--- config.mk ---
export PLATFORM = sky130hd
export DESIGN_NAME = traffic_cmd_parser
export DESIGN_NICKNAME = d
export VERILOG_FILES = /design/src/rtl/traffic_cmd_pkg.sv /design/src/rtl/sat_counter.sv /design/src/rtl/traffic_cmd_parser.sv
export SDC_FILE = /design/constraint.sdc
export NUM_CORES = 1
export LEC_CHECK = 0
export CAP_MARGIN = 20
export CELL_PAD_IN_SITES_DETAIL_PLACEMENT = 0
export CELL_PAD_IN_SITES_GLOBAL_PLACEMENT = 2
export CORE_UTILIZATION = 34
export CTS_CLUSTER_DIAMETER = 50
export CTS_CLUSTER_SIZE = 14
export DETAILED_ROUTE_END_ITERATION = 10
export GPL_TIMING_DRIVEN = 0
export PLACE_DENSITY_LB_ADDON = 0.2
export SLEW_MARGIN = 20
export SYNTH_ARGS = -nofsm -noshare
export SYNTH_HDL_FRONTEND = slang
export SYNTH_SLANG_ARGS = --single-unit
--- constraint.sdc ---
create_clock -name clk_i -period 2.5 [get_ports clk_i]
set_input_delay 0.25 -clock clk_i [delete_from_list [all_inputs] [get_ports clk_i]]
set_output_delay 0.25 -clock clk_i [all_outputs]
set_load 0.01 [all_outputs]
--- src/rtl/traffic_cmd_pkg.sv ---
// Shared command/error encodings for the traffic command parser
// and the traffic_lights controller it feeds.
package traffic_cmd_pkg;

  localparam int FRAME_LEN = 3;

  typedef enum logic [2:0] {
    TURN_ON         = 3'd0,
    TURN_OFF        = 3'd1,
    SET_UNCONTR     = 3'd2,
    SET_GREEN_TIME  = 3'd3,
    SET_RED_TIME    = 3'd4,
    SET_YELLOW_TIME = 3'd5
  } cmd_type_t;

  typedef enum logic [1:0] {
    BAD_SYNC  = 2'd0,
    BAD_TYPE  = 2'd1,
    TIMEOUT   = 2'd2,
    ZERO_TIME = 2'd3
  } err_code_t;

  function automatic logic type_legal(
    input logic [2:0] t
  );
    return t <= 3'(SET_YELLOW_TIME);
  endfunction

  function automatic logic is_time_cmd(
    input logic [2:0] t
  );
    return t >= 3'(SET_GREEN_TIME) &&
           t <= 3'(SET_YELLOW_TIME);
  endfunction

endpackage

--- src/rtl/sat_counter.sv ---
// Saturating up-counter with synchronous clear.
module sat_counter #(
  parameter int W = 16
) (
  input  logic         clk,
  input  logic         clear,
  input  logic         inc,
  output logic [W-1:0] q
);

  always_ff @(posedge clk) begin
    if (clear) begin
      q <= '0;
    end else if (inc && q != '1) begin
      q <= q + 1'b1;
    end
  end

endmodule

--- src/rtl/traffic_cmd_parser.sv ---
// Assembles 3-byte host frames into single-cycle
// traffic_lights commands; bad or stalled frames are dropped.
module traffic_cmd_parser
  import traffic_cmd_pkg::*;
#(
  parameter int         TIMEOUT_CYCLES = 1000,
  parameter logic [3:0] SYNC_NIBBLE    = 4'hA,
  parameter int         CNT_W          = 16
) (
  input  logic             clk_i,
  input  logic             srst_i,
  input  logic [7:0]       byte_data_i,
  input  logic             byte_valid_i,
  output logic [2:0]       cmd_type_o,
  output logic [15:0]      cmd_data_o,
  output logic             cmd_valid_o,
  output logic             err_o,
  output logic [1:0]       err_code_o,
  output logic             busy_o,
  output logic [CNT_W-1:0] cmd_cnt_o,
  output logic [CNT_W-1:0] err_cnt_o
);

  typedef enum logic [1:0] {
    IDLE,
    HDR_OK,
    DATA_HI
  } state_t;

  localparam int IW = $clog2(TIMEOUT_CYCLES);
  localparam logic [IW-1:0] TO_LAST =
    IW'(TIMEOUT_CYCLES - 1);

  state_t        state;
  logic [IW-1:0] idle_cnt;
  logic [2:0]    typ;
  logic [7:0]    data_hi;

  logic        hdr_sync;
  logic        bad_sync;
  logic        bad_type;
  logic        hdr_good;
  logic [15:0] word;

  assign hdr_sync = byte_data_i[7:4] == SYNC_NIBBLE &&
                    !byte_data_i[3];
  assign bad_sync = !hdr_sync;
  assign bad_type = hdr_sync &&
                    !type_legal(byte_data_i[2:0]);
  assign hdr_good = hdr_sync &&
                    type_legal(byte_data_i[2:0]);
  assign word     = {data_hi, byte_data_i};

  always_ff @(posedge clk_i) begin
    if (!srst_i) begin
      state       <= IDLE;
      idle_cnt    <= '0;
      typ         <= '0;
      data_hi     <= '0;
      cmd_valid_o <= 1'b0;
      cmd_type_o  <= '0;
      cmd_data_o  <= '0;
      err_o       <= 1'b0;
      err_code_o  <= '0;
      busy_o      <= 1'b0;
    end else begin
      cmd_valid_o <= 1'b0;
      cmd_type_o  <= '0;
      cmd_data_o  <= '0;
      err_o       <= 1'b0;
      err_code_o  <= '0;
      unique case (state)
        IDLE: begin
          idle_cnt <= '0;
          if (byte_valid_i) begin
            unique case (1'b1)
              bad_sync: begin
                err_o      <= 1'b1;
                err_code_o <= BAD_SYNC;
              end
              bad_type: begin
                err_o      <= 1'b1;
                err_code_o <= BAD_TYPE;
              end
              hdr_good: begin
                typ    <= byte_data_i[2:0];
                state  <= HDR_OK;
                busy_o <= 1'b1;
              end
            endcase
          end
        end
        HDR_OK, DATA_HI: begin
          if (byte_valid_i) begin
            idle_cnt <= '0;
            if (state == HDR_OK) begin
              data_hi <= byte_data_i;
              state   <= DATA_HI;
            end else begin
              state  <= IDLE;
              busy_o <= 1'b0;
              // time settings of zero would stall the lights
              if (is_time_cmd(typ) && word == '0) begin
                err_o      <= 1'b1;
                err_code_o <= ZERO_TIME;
              end else begin
                cmd_valid_o <= 1'b1;
                cmd_type_o  <= typ;
                cmd_data_o  <= word;
              end
            end
          end else if (idle_cnt == TO_LAST) begin
            idle_cnt   <= '0;
            state      <= IDLE;
            busy_o     <= 1'b0;
            err_o      <= 1'b1;
            err_code_o <= TIMEOUT;
          end else begin
            idle_cnt <= idle_cnt + 1'b1;
          end
        end
        default: begin
          state  <= IDLE;
          busy_o <= 1'b0;
        end
      endcase
    end
  end

  sat_counter #(
    .W(CNT_W)
  ) u_cmd_cnt (
    .clk  (clk_i),
    .clear(!srst_i),
    .inc  (cmd_valid_o),
    .q    (cmd_cnt_o)
  );

  sat_counter #(
    .W(CNT_W)
  ) u_err_cnt (
    .clk  (clk_i),
    .clear(!srst_i),
    .inc  (err_o),
    .q    (err_cnt_o)
  );

endmodule

== Word level (Yosys, flattened, before mapping) ==
Index checks and enable logic that the tools add are counted.

* Output and inout port bits: 56
* Word-level logic and storage cells: 82
* Input port bits: 11
* Register bits after elaboration: 79

* Bitwise operators: 3
* Equality and inequality tests: 10
* Order comparisons: 3
* Add/sub/neg operators: 3
* Muxes and demuxes: 30
* Reduce and logical (&&, ||, !) cells: 21

{| class="wikitable"
|+ Operators by type and width
! operator !! number
|-
| adder 16 x 1 -> 16 bit (second input constant) || 2
|-
| != test 16 bit (second input constant) || 2
|-
| 2-to-1 mux 10 bit || 2
|-
| case mux 10 bit (2 select lines) || 1
|-
| 2-to-1 mux 2 bit || 9
|-
| logical NOT 16 bit || 1
|-
| 2-to-1 mux 1 bit || 14
|-
| adder 10 x 1 -> 10 bit (second input constant) || 1
|-
| equality test 10 bit (second input constant) || 1
|-
| AND reduction 3 bit || 3
|-
| case mux 2 bit (2 select lines) || 2
|-
| logical AND 1 bit || 7
|-
| less-or-equal comparator 3 bit (second input constant) || 2
|-
| != test 3 bit (second input constant) || 2
|-
| OR reduction 5 bit || 1
|-
| equality test 4 bit (second input constant) || 1
|-
| != test 2 bit (second input constant) || 2
|-
| case mux 1 bit (2 select lines) || 2
|-
| AND reduction 4 bit || 1
|-
| OR reduction 2 bit || 2
|-
| OR reduction 4 bit || 1
|-
| greater-or-equal comparator 3 x 2 -> 1 bit (second input constant) || 1
|-
| logical NOT 1 bit || 3
|-
| inverter 1 bit || 3
|-
| other kinds (4) || 4
|}

== Depth between registers and ports, before layout ==
* Depth after elaboration: 7
* Depth in mapped cells: 7
* Gate-level depth less buffers: 6

== Cells and area by module ==
A second synthesis with hierarchy kept.

* Cells, all modules: 386
* Area total of the unflattened synthesis: 3532.1 µm²

{| class="wikitable"
|+ Modules (own cells, without submodules)
! module !! instances !! cells each !! area each (µm²) !! seq. area each (µm²)
|-
| traffic_cmd_parser || 1 || 188 || 1835.5 || 940.9
|-
| sat_counter || 2 || 99 || 848.3 || 320.3
|}

== Worst setup path after synthesis ==
OpenSTA, ideal clock, no wires.

* Path kind: flip-flop to flip-flop
* From: register idle_cnt[0]
* To: register idle_cnt[0]
* Clock period less this slack: 1623 ps
* Cell stages (with the launch flop): 6
* Slack: 877 ps
* Arrival time: 1486 ps
* Setup time: 137 ps
* Buffers on the path: 0
* Data required time: 2363 ps
* Cell sequence: dfxtp_1 -> ha_1 -> nor4bb_1 -> a31oi_1 -> o21ai_1 -> nor2_1

* Word-level cells in the longest chain between the ends: 4
* Elaborated cells on any way between the ends: 5
* Those cells by class: add/sub: 1; eq/ne: 1; mux: 3

{| class="wikitable"
|+ Ends and longest elaborated chain
! what !! line !! source
|-
| start: declaration || traffic_cmd_parser.sv:35 || <nowiki>logic [IW-1:0] idle_cnt;</nowiki>
|-
| start signal: assignment || traffic_cmd_parser.sv:119 || <nowiki>idle_cnt <= idle_cnt + 1'b1;</nowiki>
|-
| adder 10 x 1 -> 10 bit or equality test 10 bit (tied branches) || traffic_cmd_parser.sv:119, traffic_cmd_parser.sv:112 ||
|-
| 2-to-1 mux 10 bit (*) || traffic_cmd_parser.sv:112 || <nowiki>end else if (idle_cnt == TO_LAST) begin</nowiki>
|-
| 2-to-1 mux 10 bit (*) || traffic_cmd_parser.sv:94 || <nowiki>if (byte_valid_i) begin</nowiki>
|-
| case mux 10 bit (2 select lines) (*) || traffic_cmd_parser.sv:72 || <nowiki>unique case (state)</nowiki>
|}

Every way passes the cells marked *; elsewhere a longest branch is shown, timed or not.
A chain may end at the register's enable or synchronous reset.

== Worst setup path in the final report ==
* From: register idle_cnt[0]
* To: register idle_cnt[4]

Same word-level chain as after synthesis.

==> impl_metrics.json <==
{
  "p_leak_nw": 1.60,
  "num_vias": 3032,
  "synthAdderAreaFrac_pct": 2.15,
  "grt_start_max_net_pins": 13,
  "crit_chain": "ha_1 -> nor4bb_1 -> a31oi_1 -> o21ai_1 -> nor2_1",
  "slowest_stage": "o21ai_1",
  "clkLatencyLatePin_ns": 0.34,
  "nFillCells": 976,
  "hold_viol": 0,
  "syn_area_per_cell_um2": 9.20,
  "die_area_mm2": 0.0107,
  "dp_hpwl_um": 6050,
  "crit_type": "flip-flop to flip-flop",
  "synth_top_family_by_area": "simple AND/OR/NAND/NOR gates",
  "drive_gt1_share_pct": 7.59,
  "crit_path_end_kind": "flip-flop",
  "grt_first_pass_wirelength_um": 13600,
  "fp.dieW_um": 103,
  "place_congestion": 0.744,
  "layout_setup_ws_ns": 0.498,
  "cap_violations": 0,
  "slew-limit-headroom_pct": 50.2,
  "start_kind": "flip-flop",
  "netlist_instances": 380,
  "max_freq_mhz": 500,
  "cts_buffer_depth": 2,
  "cts_tree": "yes",
  "io_buffer_count": 65,
  "syn_nets": 397,
  "period_share_pct": 80.1,
  "htreeDepth": 3,
  "synth-seq-cells": 79,
  "grt-ovfl-total": 0,
  "power.switching_uw": 514,
  "wl_per_cell_um": 14.1,
  "rsz0062_at_grt": "no",
  "holdBufCountCts": 0,
  "finClkSkew_ns": 0.0135,
  "clk_pin_slew_ns": 0.08,
  "rows": 36,
  "status": "completed",
  "synthArstFlopShare_pct": 0,
  "post-place-ws_ns": 0.353,
  "p_sw_share_pct": 21.8,
  "hp-class": "primary input to flip-flop",
  "setup_tns_ns": 0,
  "p_comb_share_pct": 4.1,
  "antenna_cells": 0,
  "synthMuxAreaShare_pct": 5.44,
  "synth_edf_count": 0,
  "antenna_found_initial": 0,
  "pwr-share-clk_pct": 42.2,
  "synth_compound_area_share_pct": 12.4,
  "cts_resized": 0,
  "worstMarginPinSlew_ns": 0.742,
  "cts_sinks": 79,
  "synth_xor_area_share_pct": 2.26,
  "synth_area_mm2": 0.00349,
  "ys_seq_area_share_pct": 45.3,
  "critPathArrivalTime_ns": 2.20,
  "finalSetupViolations": 0,
  "seqPwrFrac_pct": 53.7,
  "initial_core_util_pct": 35.4,
  "ys_warn_count": 0,
  "io_pins": 67,
  "slowest_delay_ns": 0.62,
  "power.total_mw": 2.36,
  "antenna_left": 0,
  "path_max_fanout": 10,
  "viasPerCell": 5.10,
  "layout_min_cycle_time_ns": 2.00,
  "wl_um": 8360,
  "cts_made_buffers": 9,
  "grt_util_all_layers_pct": 16.5,
  "required_ns": 2.70,
  "crit_family": "compound AO/OA/AOI/OAI gates",
  "yosysUniqueCellTypes": 60,
  "post_cts_buffers": 0,
  "synthSimpleGateAreaFrac_pct": 29.3,
  "core_area_mm2": 0.00986,
  "drtIter0Drc": 94,
  "drt_first_pass_iters": 4,
  "slew_violations": 0,
  "power_density_mw_per_mm2": 522,
  "area_growth_syn_to_layout_pct": 29.4,
  "root_buffer": "clkbuf_8",
  "vdd_drop_max_v": 0.000260,
  "fp.dieH_um": 103,
  "crit_buf_inv": 0,
  "postLayoutCoreUtil_pct": 45.8,
  "p_int_mw": 1.85,
  "synth-main-ff-cell": "dfxtp_1",
  "fin_nets": 473,
  "grt_pass1_vias": 2822,
  "drc": 0
}
==> state kept, by name (all words and copies together), names as in the netlist <==
signal       flops
typ              3
err_code_o       2
u_err_cnt.q     16
state            2
cmd_valid_o      1
idle_cnt        10
u_cmd_cnt.q     16
cmd_type_o       3
busy_o           1
err_o            1
cmd_data_o      16
data_hi          8
==> synthesized netlist by cell type, types with 5 or more instances <==
cell type	count	area [um2]
nand4_1	9	56.3
and3_1	24	150
and2_1	5	31.3
ha_1	6	75.1
mux2i_1	19	190
nand2_1	58	218
nor2_1	17	63.8
nor3_1	6	30.0
xnor2_1	6	52.6
a21oi_1	23	115
clkbuf_1	11	41.3
and4_1	7	61.3
o31ai_1	8	60.1
nand3_1	9	45.0
dfxtp_1	79	1580
nand2b_1	13	81.3
a31oi_1	5	31.3
or4_1	8	60.1
==> final cells by class <==
class                      count  area (um2)  area share (%)
tap                          133         166            3.68
buffer                        18        93.8            2.08
multi-input combinational    278        1800            39.8
clock buffer                  14         173            3.82
inverter                       5        18.8           0.415
clock inverter                 2        37.5           0.830
timing repair buffer          65         651            14.4
sequential                    79        1580            35.0
==> power groups by stage <==
stage          Clock (mW)  Sequential (mW)  Combinational [mW]
3_5_place_dp            0             1.30              0.0970
3_3_place_gp            0             1.30              0.0961
5_1_grt              1.06             1.27               0.106
2_1_floorplan           0             1.30              0.0467
6_report            0.996             1.27              0.0962
4_1_cts              1.03             1.27              0.0977
==> placed cells by master, fill, tap and decap left out, types with 7 or more instances in the layout <==
master	count
a21oi_1	23
nand2_1	58
and4_1	7
mux2i_1	19
nand2b_1	13
o31ai_1	8
clkdlybuf4s50_1	65
dfxtp_1	79
nor2_1	17
nand3_1	9
clkbuf_8	12
and3_1	24
or4_1	8
nand4_1	9
clkbuf_1	13
==> final timing paths <==
| kind | startpoint | to | slack, ns | cells past startpoint |
|---|---|---|---|---|
| hold reg to reg | data_hi[7] | data_hi[7] | 0.47 | 2 |
| hold / removal | srst_i | cmd_valid_o | 0.20 | 3 |
| setup / recovery | idle_cnt[0] | idle_cnt[4] | 0.50 | 5 |
| setup reg to reg | idle_cnt[0] | idle_cnt[4] | 0.50 | 5 |
==> per-layer routing <==
metal / share of wire (%) / track usage (%) / vias to the layer above
li1: - / - / 1532
met1: 49 / 21.4 / 1440
met2: 46 / 27.0 / 56
met3: 3.6 / 4.23 / 4
met4: 0.91 / 4.88 / 0
met5: 0 / 0 / -
==> cells by family (layout without fill, tap and decap cells) <==
| family | after synthesis | after routing |
|---|---|---|
| buffers and inverters | 23 | 104 |
| multiplexers | 19 | 19 |
| AND/OR/NAND/NOR | 183 | 183 |
| flip-flops | 79 | 79 |
| adder cells (fa/ha/maj) | 6 | 6 |
| XOR/XNOR | 9 | 9 |
| AO/OA/AOI/OAI | 61 | 61 |
==> stage by stage <==
step                cells  hold WS [ns]  area [um2]
floorplan             380         0.386        3490
global placement      578         0.458        4310
detailed placement    578         0.463        4310
CTS                   594         0.181        4520
global route          594         0.207        4520
finish                594         0.197        4520
==> worst reg2reg max path: stages, from the launching register on <==
cell and delay [ns]:
dfxtp_1 0.39, ha_1 0.22, nor4bb_1 0.32, a31oi_1 0.20, o21ai_1 0.62, nor2_1 0.12
No activity file was read; power rests on OpenSTA's default activity.
